[config.mk]
export PLATFORM = sky130hd
export DESIGN_NAME = tf_table_writer
export DESIGN_NICKNAME = d
export VERILOG_FILES = /design/src/rtl/tf_table_writer.sv
export SDC_FILE = /design/constraint.sdc
export NUM_CORES = 1
export LEC_CHECK = 0
export ABC_AREA = 0
export CAP_MARGIN = 10
export CORE_AREA = 2 2 95 97
export CTS_CLUSTER_SIZE = 28
export DETAILED_ROUTE_END_ITERATION = 10
export DIE_AREA = 0 0 97 99
export PLACE_DENSITY = 0.79
export SYNTH_ARGS = -nofsm -noshare
export SYNTH_HDL_FRONTEND = slang
export SYNTH_SLANG_ARGS = --single-unit
[constraint.sdc]
create_clock -name clk -period 5.1 [get_ports clk]
set_clock_uncertainty 0.05 [all_clocks]
set_input_delay 1.53 -clock clk [delete_from_list [all_inputs] [get_ports clk]]
set_output_delay 1.53 -clock clk [all_outputs]
set_load 0.1 [all_outputs]
[src/rtl/tf_table_writer.sv]
// Streams packed complex twiddle factors into a twiddle RAM write port, addresses 0..tf_num-1.
// Optional build macro TF_WR_CHECKSUM_EN adds an XOR checksum of the words in the last load.
module tf_table_writer #(
    parameter int float_len        = 32,
    parameter int tf_num           = 2,
    parameter int bram_tf_addr_len = 1
) (
    input  logic                          clk,
    input  logic                          rst,
    input  logic                          start,
    input  logic [2*float_len-1:0]        tf_in,
    input  logic                          tf_in_valid,
    output logic                          tf_in_ready,
    output logic                          ram_we,
    output logic [bram_tf_addr_len-1:0]   ram_addr,
    output logic [2*float_len-1:0]        ram_din,
    output logic                          busy,
    output logic                          load_done,
    output logic [2*float_len-1:0]        tf_checksum
);

    localparam int W = 2 * float_len;
    localparam logic [bram_tf_addr_len-1:0] LAST_IDX = bram_tf_addr_len'(tf_num - 1);

    typedef enum logic [1:0] {
        ST_IDLE  = 2'd0,
        ST_LOAD  = 2'd1,
        ST_FLUSH = 2'd2,
        ST_DONE  = 2'd3
    } state_t;

    state_t                        state_q, state_d;
    logic [bram_tf_addr_len-1:0]   idx_q, idx_d;
    logic                          ram_we_q, ram_we_d;
    logic [bram_tf_addr_len-1:0]   ram_addr_q, ram_addr_d;
    logic [W-1:0]                  ram_din_q, ram_din_d;
    logic                          accept_s;

    assign tf_in_ready = (state_q == ST_LOAD);
    assign busy        = (state_q == ST_LOAD) || (state_q == ST_FLUSH);
    assign load_done   = (state_q == ST_DONE);
    assign accept_s    = tf_in_valid && tf_in_ready;
    assign ram_we      = ram_we_q;
    assign ram_addr    = ram_addr_q;
    assign ram_din     = ram_din_q;

    // Next-state, index and write-port staging
    always_comb begin
        state_d    = state_q;
        idx_d      = idx_q;
        ram_we_d   = 1'b0;
        ram_addr_d = ram_addr_q;
        ram_din_d  = ram_din_q;
        case (state_q)
            ST_IDLE, ST_DONE: begin
                if (start) begin
                    state_d = ST_LOAD;
                    idx_d   = '0;
                end else begin
                    state_d = state_q;
                end
            end
            ST_LOAD: begin
                // start is deliberately ignored here so a stray pulse cannot restart the count
                if (accept_s) begin
                    ram_we_d   = 1'b1;
                    ram_addr_d = idx_q;
                    ram_din_d  = tf_in;
                    if (idx_q == LAST_IDX) begin
                        idx_d   = '0;
                        state_d = ST_FLUSH;
                    end else begin
                        idx_d   = idx_q + bram_tf_addr_len'(1);
                    end
                end else begin
                    idx_d = idx_q;
                end
            end
            ST_FLUSH: begin
                state_d = ST_DONE;
            end
            default: begin
                state_d = ST_IDLE;
            end
        endcase
    end

    // State and write-port registers
    always_ff @(posedge clk or posedge rst) begin
        if (rst) begin
            state_q    <= ST_IDLE;
            idx_q      <= '0;
            ram_we_q   <= 1'b0;
            ram_addr_q <= '0;
            ram_din_q  <= '0;
        end else begin
            state_q    <= state_d;
            idx_q      <= idx_d;
            ram_we_q   <= ram_we_d;
            ram_addr_q <= ram_addr_d;
            ram_din_q  <= ram_din_d;
        end
    end

`ifdef TF_WR_CHECKSUM_EN
    function automatic logic [W-1:0] csum_fold(input logic [W-1:0] acc, input logic [W-1:0] word);
        return acc ^ word;
    endfunction

    logic [W-1:0] csum_q, csum_d;
    logic         load_start_s;

    assign load_start_s = start && ((state_q == ST_IDLE) || (state_q == ST_DONE));
    assign tf_checksum  = csum_q;

    // Checksum accumulator, restarted at every load
    always_comb begin
        csum_d = csum_q;
        if (load_start_s) begin
            csum_d = '0;
        end else if (accept_s) begin
            csum_d = csum_fold(csum_q, tf_in);
        end else begin
            csum_d = csum_q;
        end
    end

    // Checksum register
    always_ff @(posedge clk or posedge rst) begin
        if (rst) begin
            csum_q <= '0;
        end else begin
            csum_q <= csum_d;
        end
    end
`else
    assign tf_checksum = {W{1'b0}};
`endif

endmodule

# == Word-level counts from Yosys, hierarchy flattened ==
# Index checks and enable logic that the tools add are counted.
# classes
n_addsub,1
eq_ne,6
n_mux,10
n_reduce_logical,8
# ops
operator,count
2-to-1 mux 2 bit,3
case mux 2 bit (3 select lines),1
AND reduction 3 bit,2
2-to-1 mux 1 bit,5
"== test 2 bit, second input constant",2
"!= test 2 x 1 -> 1 bit, second input constant",2
"== test 2 x 1 -> 1 bit, second input constant",1
logical NOT 2 bit,1
"!= test 2 bit, second input constant",1
case mux 1 bit (2 select lines),1
AND reduction 2 bit,1
nonzero test 2 bit,1
OR reduction 2 bit,1
"adder 1 bit, second input constant",1
logical AND 1 bit,1
logical OR 1 bit,1
# totals
regBits,69
in_bits,68

# == Logic depth before layout (Yosys ltp) ==
# Gate-level depths: netlist of run 1.
# depth
depth_word,4
ltp_mapped,6
ltp_nobuf,5

# == Least setup slack after synthesis of run 1 ==
# No wires, ideal clock.
# synth_timing
kind,register -> output
from,register state_q[0]
to,output busy
t_arrival_ps,1343
slack_ps,2177
path_stages_with_launch,3
path_cell_list,dfrtp_1 -> ha_1 -> inv_1
# synth_via
elab_chain_len,2
word_cells_on_any_way,3
# synth_lines
element,line_no,source
from (decl),32,"state_t state_q, state_d;"
from (signal assigned),97,state_q <= state_d;
== test 2 x 1 -> 1 bit / == test 2 bit (equally long branches),40,assign busy = (state_q == ST_LOAD) || (state_q == ST_FLUSH);
logical OR 1 bit (*),40,
to (decl),17,"output logic busy,"
# Mark *: on every way between the ends. The rest lies on a longest branch, timed or not.

# == Final worst setup path of run 1 ==
# Ends and elaborated chain as after synthesis.

==> results of run 1 <==
synth_stat cells:
cell type   n
dfrtp_1    69
buf_4      65
mux2_4     39
mux2_1     23
buf_8       4
nand2b_1    4
ha_1        3
inv_1       3
mux2_2      3
nand2_1     2
nand3_1     2
a21boi_0    1
a21oi_1     1
a32o_1      1
and2_4      1
buf_2       1
buf_6       1
conb_1      1
nand4b_1    1
nor3b_1     1
o2bb2ai_1   1
or3_1       1
kinds of logic after synthesis:
| kind of cell | Yosys count | synth area share |
|---|---|---|
| adder cells (fa/ha/maj) | 3 | 0.0113 |
| other | 1 | 0.00113 |
| flip-flops | 69 | 0.519 |
| AO/OA/AOI/OAI | 4 | 0.00940 |
| multiplexers | 65 | 0.264 |
| buffers and inverters | 74 | 0.173 |
| AND/OR/NAND/NOR | 12 | 0.0222 |
per-layer routing:
metal	up-vias	part of all wire
met5	-	0
met4	0	0.011
met3	7	0.080
met2	111	0.50
met1	967	0.40
li1	914	-
layout by cell type, fill, tap and decap left out, drive strengths merged:
cell type,count
a21boi,1
a21oi,1
a32o,1
and2,1
buf,2
bufinv,1
clkbuf,11
clkdlybuf4s50,136
clkinv,3
clkinvlp,1
conb,64
dfrtp,69
ha,3
inv,3
mux2,65
nand2,2
nand2b,4
nand3,2
nand4b,1
nor3b,1
o2bb2ai,1
or3,1
state kept, by name, indices dropped and copies added (netlist names):
name / count
ram_din: 64
ram_we: 1
state_q: 2
ram_addr: 1
idx_q: 1
critical path, cell delays in order (launching register included):
cell	delay [ns]
dfrtp_1	0.43
ha_1	0.36
inv_1	0.08
clkdlybuf4s50_1	1.13
stage by stage:
step / hold slack [ns] / util
CTS: 0.444 / 0.550
floorplan: 0.441 / -
global placement: 0.418 / 0.527
detailed placement: 0.426 / 0.527
finish: 0.439 / 0.553
global route: 0.466 / 0.553
path summary, 6_finish.rpt:
path / to / from / depth (start not counted)
max: busy / state_q[0]$_DFFE_PP0P_ / 3
min reg2reg: ram_din[52]$_DFFE_PP0P_ / ram_din[52]$_DFFE_PP0P_ / 1
min: ram_din[52]$_DFFE_PP0P_ / ram_din[52]$_DFFE_PP0P_ / 1
max reg2reg: ram_din[3]$_DFFE_PP0P_ / state_q[1]$_DFFE_PP0P_ / 4
min in group asynchronous: ram_din[49]$_DFFE_PP0P_ / rst / 2
max in group asynchronous: ram_din[9]$_DFFE_PP0P_ / rst / 4
layout make-up:
class,count,area [µm²]
clock buffers,11,141
multi-input cells,148,1260
flip-flops and latches,69,1730
inverters,3,11.3
repair buffers,138,1390
clock inverters,5,60.1
well taps,108,135
fillers,727,3830
==> flow_summary.json, run 1 <==
{
  "status": "finished clean",
  "maxSlewHeadroom": 0.270,
  "drc": 0,
  "clk_latency_ns": 0.34,
  "dp_slack_ns": 1.52,
  "clk_pin_slew_ns": 0.08,
  "globalRouteTotalUtil": 0.142,
  "yosys_register_bits": 69,
  "setup_violations": 0,
  "h-tree-depth": 3,
  "drtIter0Drc": 41,
  "grt.busiest_layer": "met2",
  "core_mm2": 0.00855,
  "start_util": 0.389,
  "clkSinkCount": 69,
  "antennaDiodeCount": 0,
  "grt_pass1_wl_um": 10600,
  "wl_um": 6870,
  "cts_buffers": 9,
  "post-cts-setup-buffers": 0,
  "drv_slew": 0,
  "dp_hpwl_um": 4860,
  "cts_hold_buf": 0,
  "criticalPathCategory": "register to output pin",
  "grt_overflow": 0,
  "gp_congestion": 0.763,
  "max_freq_ghz": 0.256,
  "grt_max_degree": 67,
  "ctsResizeCount": 0,
  "tightest_slew_ns": 1.09,
  "dr.pass1.iters": 4,
  "cts_root_buf": "clkbuf_8",
  "fin_ws_ns": 1.19,
  "die_area_mm2": 0.00960,
  "period_share": 0.766,
  "grt_use_met3": 0.0532,
  "yosysUniqueCellTypes": 22,
  "fin_crit_ns": 3.91,
  "yosys.area.top_type_share": 0.519,
  "yosysWarnings": 0,
  "ant_nets": 0,
  "io_buffers": 136,
  "num_vias": 1999,
  "cts.path.max_buffers": 2,
  "drive_gt1_frac": 0.163,
  "critical_path.endpoint_type": "output pin",
  "grt_pass1_vias": 2047,
  "dpl_cell_area_mm2": 0.00450,
  "die_h_um": 99,
  "final_cell_area_mm2": 0.00472,
  "synth_top_area_cell": "dfrtp_1",
  "area_delta_synth_final_pct": 42.0,
  "wl_per_cell_um": 14.3,
  "ff2ff_setup_slack_ns": 2.87,
  "ys_seq_area_frac": 0.519,
  "maxCapViolations": 0,
  "syn_inst": 228,
  "instances_no_fill": 482,
  "met1_usage": 0.168,
  "start_kind": "register",
  "use_met2": 0.239,
  "rsz0062_at_grt": "false",
  "avgSynthCellArea_um2": 14.6,
  "cp_max_fo": 4,
  "finish.net_count": 440,
  "fin_setup_tns_ns": 0,
  "antenna_found_initial": 0,
  "cts_tree": "built",
  "dp_cells": 465,
  "syn_area_mm2": 0.00333,
  "hold_path_class": "register to register",
  "finalHoldViolCount": 0,
  "die_w_um": 97,
  "ys_top_cells_by_area": "dfrtp_1, mux2_4, buf_4",
  "viasPerCell": 4.15,
  "rows": 34,
  "ios": 201,
  "cp.required_ns": 3.52,
  "cp.arrival_ns": 2.33
}
Power of run 1 is left out: the tool's default activity adds up to more than one toggle a clock period on the data nets, which glitch-free logic cannot reach.
==> run 2: changes to the inputs <==
- CORE_AREA: 2 2 95 97 -> 2 2 102 104
- DIE_AREA: 0 0 97 99 -> 0 0 104 106
- PLACE_DENSITY: 0.79 -> 0.72
- clock period: 5.1 -> 3.33 ns (I/O delays scaled with it)
==> run 2 against run 1 <==
Compared with the run above: wire length shrank 0.93%; worst setup slack lost 0.40 ns; sequential cell count stayed put; non-clock buffer count up 2; final cell count up 6.0%; critical path type unchanged.
==> flow_summary.json, run 2 (synthesis gave the netlist of run 1 again) <==
{
  "post-cts-setup-buffers": 0,
  "cp.arrival_ns": 1.49,
  "antenna_found_initial": 0,
  "globalRouteTotalUtil": 0.126,
  "die_area_mm2": 0.0110,
  "maxCapViolations": 0,
  "rsz0062_at_grt": "false",
  "grt_overflow": 0,
  "maxSlewHeadroom": 0.648,
  "critical_path.endpoint_type": "output pin",
  "ant_nets": 0,
  "cp.required_ns": 2.28,
  "hold_path_class": "register to register",
  "start_util": 0.333,
  "num_vias": 2047,
  "viasPerCell": 4.01,
  "clk_pin_slew_ns": 0.08,
  "h-tree-depth": 3,
  "start_kind": "register",
  "largest_reg_flops": 64,
  "ctsResizeCount": 0,
  "cp_max_fo": 4,
  "ios": 201,
  "finalHoldViolCount": 0,
  "fin_crit_ns": 2.54,
  "wl_um": 6810,
  "dpl_cell_area_mm2": 0.00441,
  "period_share": 0.763,
  "cts_hold_buf": 0,
  "area_delta_synth_final_pct": 38.3,
  "cts_buffers": 9,
  "drive_gt1_frac": 0.352,
  "crit_chain": "ha_1 > inv_1 > buf_4",
  "io_buffers": 136,
  "final_cell_mix": "buf_4, dfrtp_1, clkdlybuf4s50_1",
  "drtIter0Drc": 51,
  "grt_pass1_vias": 2050,
  "criticalPathCategory": "register to output pin",
  "dp_hpwl_um": 5020,
  "max_stage_delay_ns": 0.43,
  "critical_path.slowest_cell": "dfrtp_1",
  "grt_max_degree": 36,
  "max_freq_ghz": 0.393,
  "die_h_um": 106,
  "cts_root_buf": "clkbuf_8",
  "final_core_util": 0.460,
  "grt_pass1_wl_um": 10700,
  "antennaDiodeCount": 0,
  "clk_latency_ns": 0.34,
  "rows": 37,
  "status": "finished clean",
  "dp_slack_ns": 0.599,
  "wl_per_cell_um": 13.3,
  "fin_setup_tns_ns": 0,
  "dr.pass1.iters": 5,
  "drv_slew": 0,
  "setup_violations": 0,
  "cts.path.max_buffers": 2,
  "final_cell_area_mm2": 0.00460,
  "tightest_slew_ns": 0.529,
  "die_w_um": 104,
  "core_mm2": 0.0100,
  "finish.net_count": 442,
  "gp_congestion": 0.723,
  "cts_tree": "built",
  "fin_ws_ns": 0.788,
  "final_common_cell": "buf_4",
  "clkSinkCount": 69,
  "drc": 0
}
[run 2: layout make-up]
cell class / count / area (µm²)
fill: 917 / 5400
inverter: 3 / 11.3
sequential: 69 / 1730
timing repair buffer: 140 / 1240
clock buffer: 9 / 124
tap: 136 / 170
clock inverter: 6 / 65.1
multi-input combinational: 148 / 1260
[run 2: per-layer routing]
layer  share of wire  track usage  wire [µm]
met3           0.086       0.0448        587
met4           0.011       0.0589         77
met1            0.42        0.153       2870
met5               0            0          0
met2            0.48        0.201       3280
[run 2: stage by stage]
step	cells	hold slack (ns)
finish	511	0.440
global route	511	0.459
CTS	511	0.445
detailed placement	496	0.426
global placement	496	0.419
floorplan	291	0.441
[run 2: critical path, delay by kind of cell (launching register included)]
kind                     cells  cell delay [ns]
buffers and inverters        2             0.38
adder cells (fa/ha/maj)      1             0.36
flip-flops                   1             0.43
[run 2: worst paths after layout]
| path | from | to | slack (ns) | depth (start not counted) |
|---|---|---|---|---|
| hold / removal | ram_din[62]$_DFFE_PP0P_ | ram_din[62]$_DFFE_PP0P_ | 0.44 | 1 |
| hold reg to reg | ram_din[62]$_DFFE_PP0P_ | ram_din[62]$_DFFE_PP0P_ | 0.44 | 1 |
| setup reg to reg | state_q[1]$_DFFE_PP0P_ | ram_din[53]$_DFFE_PP0P_ | 1.42 | 5 |
| max in group asynchronous | rst | ram_din[32]$_DFFE_PP0P_ | 1.67 | 3 |
| setup / recovery | state_q[0]$_DFFE_PP0P_ | busy | 0.79 | 3 |
| min in group asynchronous | rst | ram_din[34]$_DFFE_PP0P_ | 0.95 | 2 |
Power of run 2 is left out for the same reason.
==> run 3: changes to the inputs <==
- CORE_AREA: 2 2 102 104 -> 2 2 97 99
- DIE_AREA: 0 0 104 106 -> 0 0 99 101
- PLACE_DENSITY: 0.72 -> 0.76
- clock period: 3.33 -> 2.41 ns (I/O delays scaled with it)
==> run 3 against run 2 <==
Compared with the run above: cell area up 0.11%; global-route usage grew 0.71 points; register-to-register slack got worse by 0.71 ns; die area down 9.3%; hold slack better by 0.0037 ns; final cell count fell by 4.9%; critical endpoint unchanged; sequential share of layout area about the same.
==> flow_summary.json, run 3 (synthesis gave the netlist of run 1 again) <==
{
  "ant_nets": 0,
  "cts_tree": "built",
  "start_kind": "register",
  "hp-start": "ram_din[2]$_DFFE_PP0P_",
  "finalHoldViolCount": 0,
  "period_share": 0.910,
  "r2r_end": "ram_din[61]$_DFFE_PP0P_",
  "clk_pin_slew_ns": 0.07,
  "antennaDiodeCount": 0,
  "final_cell_mix": "dfrtp_1, clkdlybuf4s50_1, buf_4",
  "wl_um": 6710,
  "dpl_cell_area_mm2": 0.00443,
  "seqCellArea_mm2": 0.00173,
  "grt_overflow": 0,
  "cts.path.max_buffers": 2,
  "ff2ff_setup_slack_ns": 0.71,
  "largest_reg_flops": 64,
  "num_vias": 2039,
  "final_common_cell": "dfrtp_1",
  "io_buffers": 136,
  "max_freq_ghz": 0.456,
  "globalRouteTotalUtil": 0.133,
  "start_util": 0.371,
  "hold_path_class": "register to register",
  "final_cell_area_mm2": 0.00461,
  "area_delta_synth_final_pct": 38.5,
  "fin_setup_tns_ns": 0,
  "post-cts-setup-buffers": 0,
  "finish.net_count": 441,
  "cts_root_buf": "clkbuf_8",
  "multiInputGateArea_mm2": 0.00126,
  "maxCapViolations": 0,
  "gp_congestion": 0.739,
  "drtIter0Drc": 44,
  "rows": 35,
  "cp_max_fo": 4,
  "core_mm2": 0.00898,
  "wl_per_cell_um": 13.8,
  "viasPerCell": 4.20,
  "antenna_found_initial": 0,
  "fillCellCount": 785,
  "cp.arrival_ns": 1.42,
  "r2r_start": "state_q[1]$_DFFE_PP0P_",
  "ios": 201,
  "die_area_mm2": 0.0100,
  "clkSinkCount": 69,
  "dp_hpwl_um": 4880,
  "whs_path_depth": 1,
  "grt_pass1_vias": 2046,
  "status": "finished clean",
  "die_h_um": 101,
  "grt_max_degree": 70,
  "drive_gt1_frac": 0.347,
  "dr.pass1.iters": 4,
  "ctsResizeCount": 0,
  "holdPathEnd": "ram_din[2]$_DFFE_PP0P_",
  "cts_hold_buf": 0,
  "fin_crit_ns": 2.19,
  "rsz0062_at_grt": "false",
  "setup_violations": 0,
  "h-tree-depth": 3,
  "reg2regPathDepth": 5,
  "cp.required_ns": 1.64,
  "clk_latency_ns": 0.33,
  "drv_slew": 0,
  "drc": 0,
  "critical_path.endpoint_type": "output pin",
  "criticalPathCategory": "register to output pin",
  "cts_buffers": 9,
  "grt_pass1_wl_um": 10400,
  "die_w_um": 99
}
[run 3: cell types whose count changed in the layout (fill, tap and decap cells not counted), sizes merged]
| cell | previous run | this run |
|---|---|---|
| clkbuf | 9 | 13 |
| bufinv | 1 | 0 |
| clkinvlp | 1 | 3 |
| buf | 73 | 72 |
| clkinv | 4 | 1 |
| inv | 3 | 2 |
[run 3: final cells by class]
type,instances,share of cell area
tap,111,0.0301
clock inverter,3,0.00435
timing repair buffer,139,0.279
sequential,69,0.375
clock buffer,13,0.0345
multi-input combinational,148,0.274
inverter,3,0.00326
[run 3: through the flow]
step                      utilization  hold WS [ns]  std cells  setup slack [ns]
after CTS                       0.513         0.448        486             0.191
after global routing            0.513         0.465        486             0.108
after floorplan                     -         0.441        291             0.294
after detailed placement        0.493         0.430        470             0.171
after global placement          0.493         0.418        470             0.211
final                           0.513         0.444        486             0.218
[run 3: worst max path at each step]
stage               slack, ns                 endpoint              startpoint  cells past startpoint
floorplan                0.29                     busy  state_q[0]$_DFFE_PP0P_                      2
global placement         0.21  ram_din[50]$_DFFE_PP0P_             tf_in_valid                      4
detailed placement       0.17   ram_din[3]$_DFFE_PP0P_             tf_in_valid                      4
CTS                      0.19                     busy  state_q[0]$_DFFE_PP0P_                      3
global route             0.11                     busy  state_q[1]$_DFFE_PP0P_                      4
finish                   0.22                     busy  state_q[0]$_DFFE_PP0P_                      3
[run 3: routing by layer]
layer  global-route usage  wire length (µm)  up-vias
li1                     -                 -      916
met1                0.163              2640     1002
met2                0.225              3380      112
met3               0.0499               633        9
met4               0.0316                57        0
met5                    0                 0        -
[run 3: worst max-delay path, stage by stage (launching register included)]
cell and delay, ns:
dfrtp_1 0.42, ha_1 0.35, inv_1 0.13, buf_12 0.19
Power of run 3 is left out for the same reason.
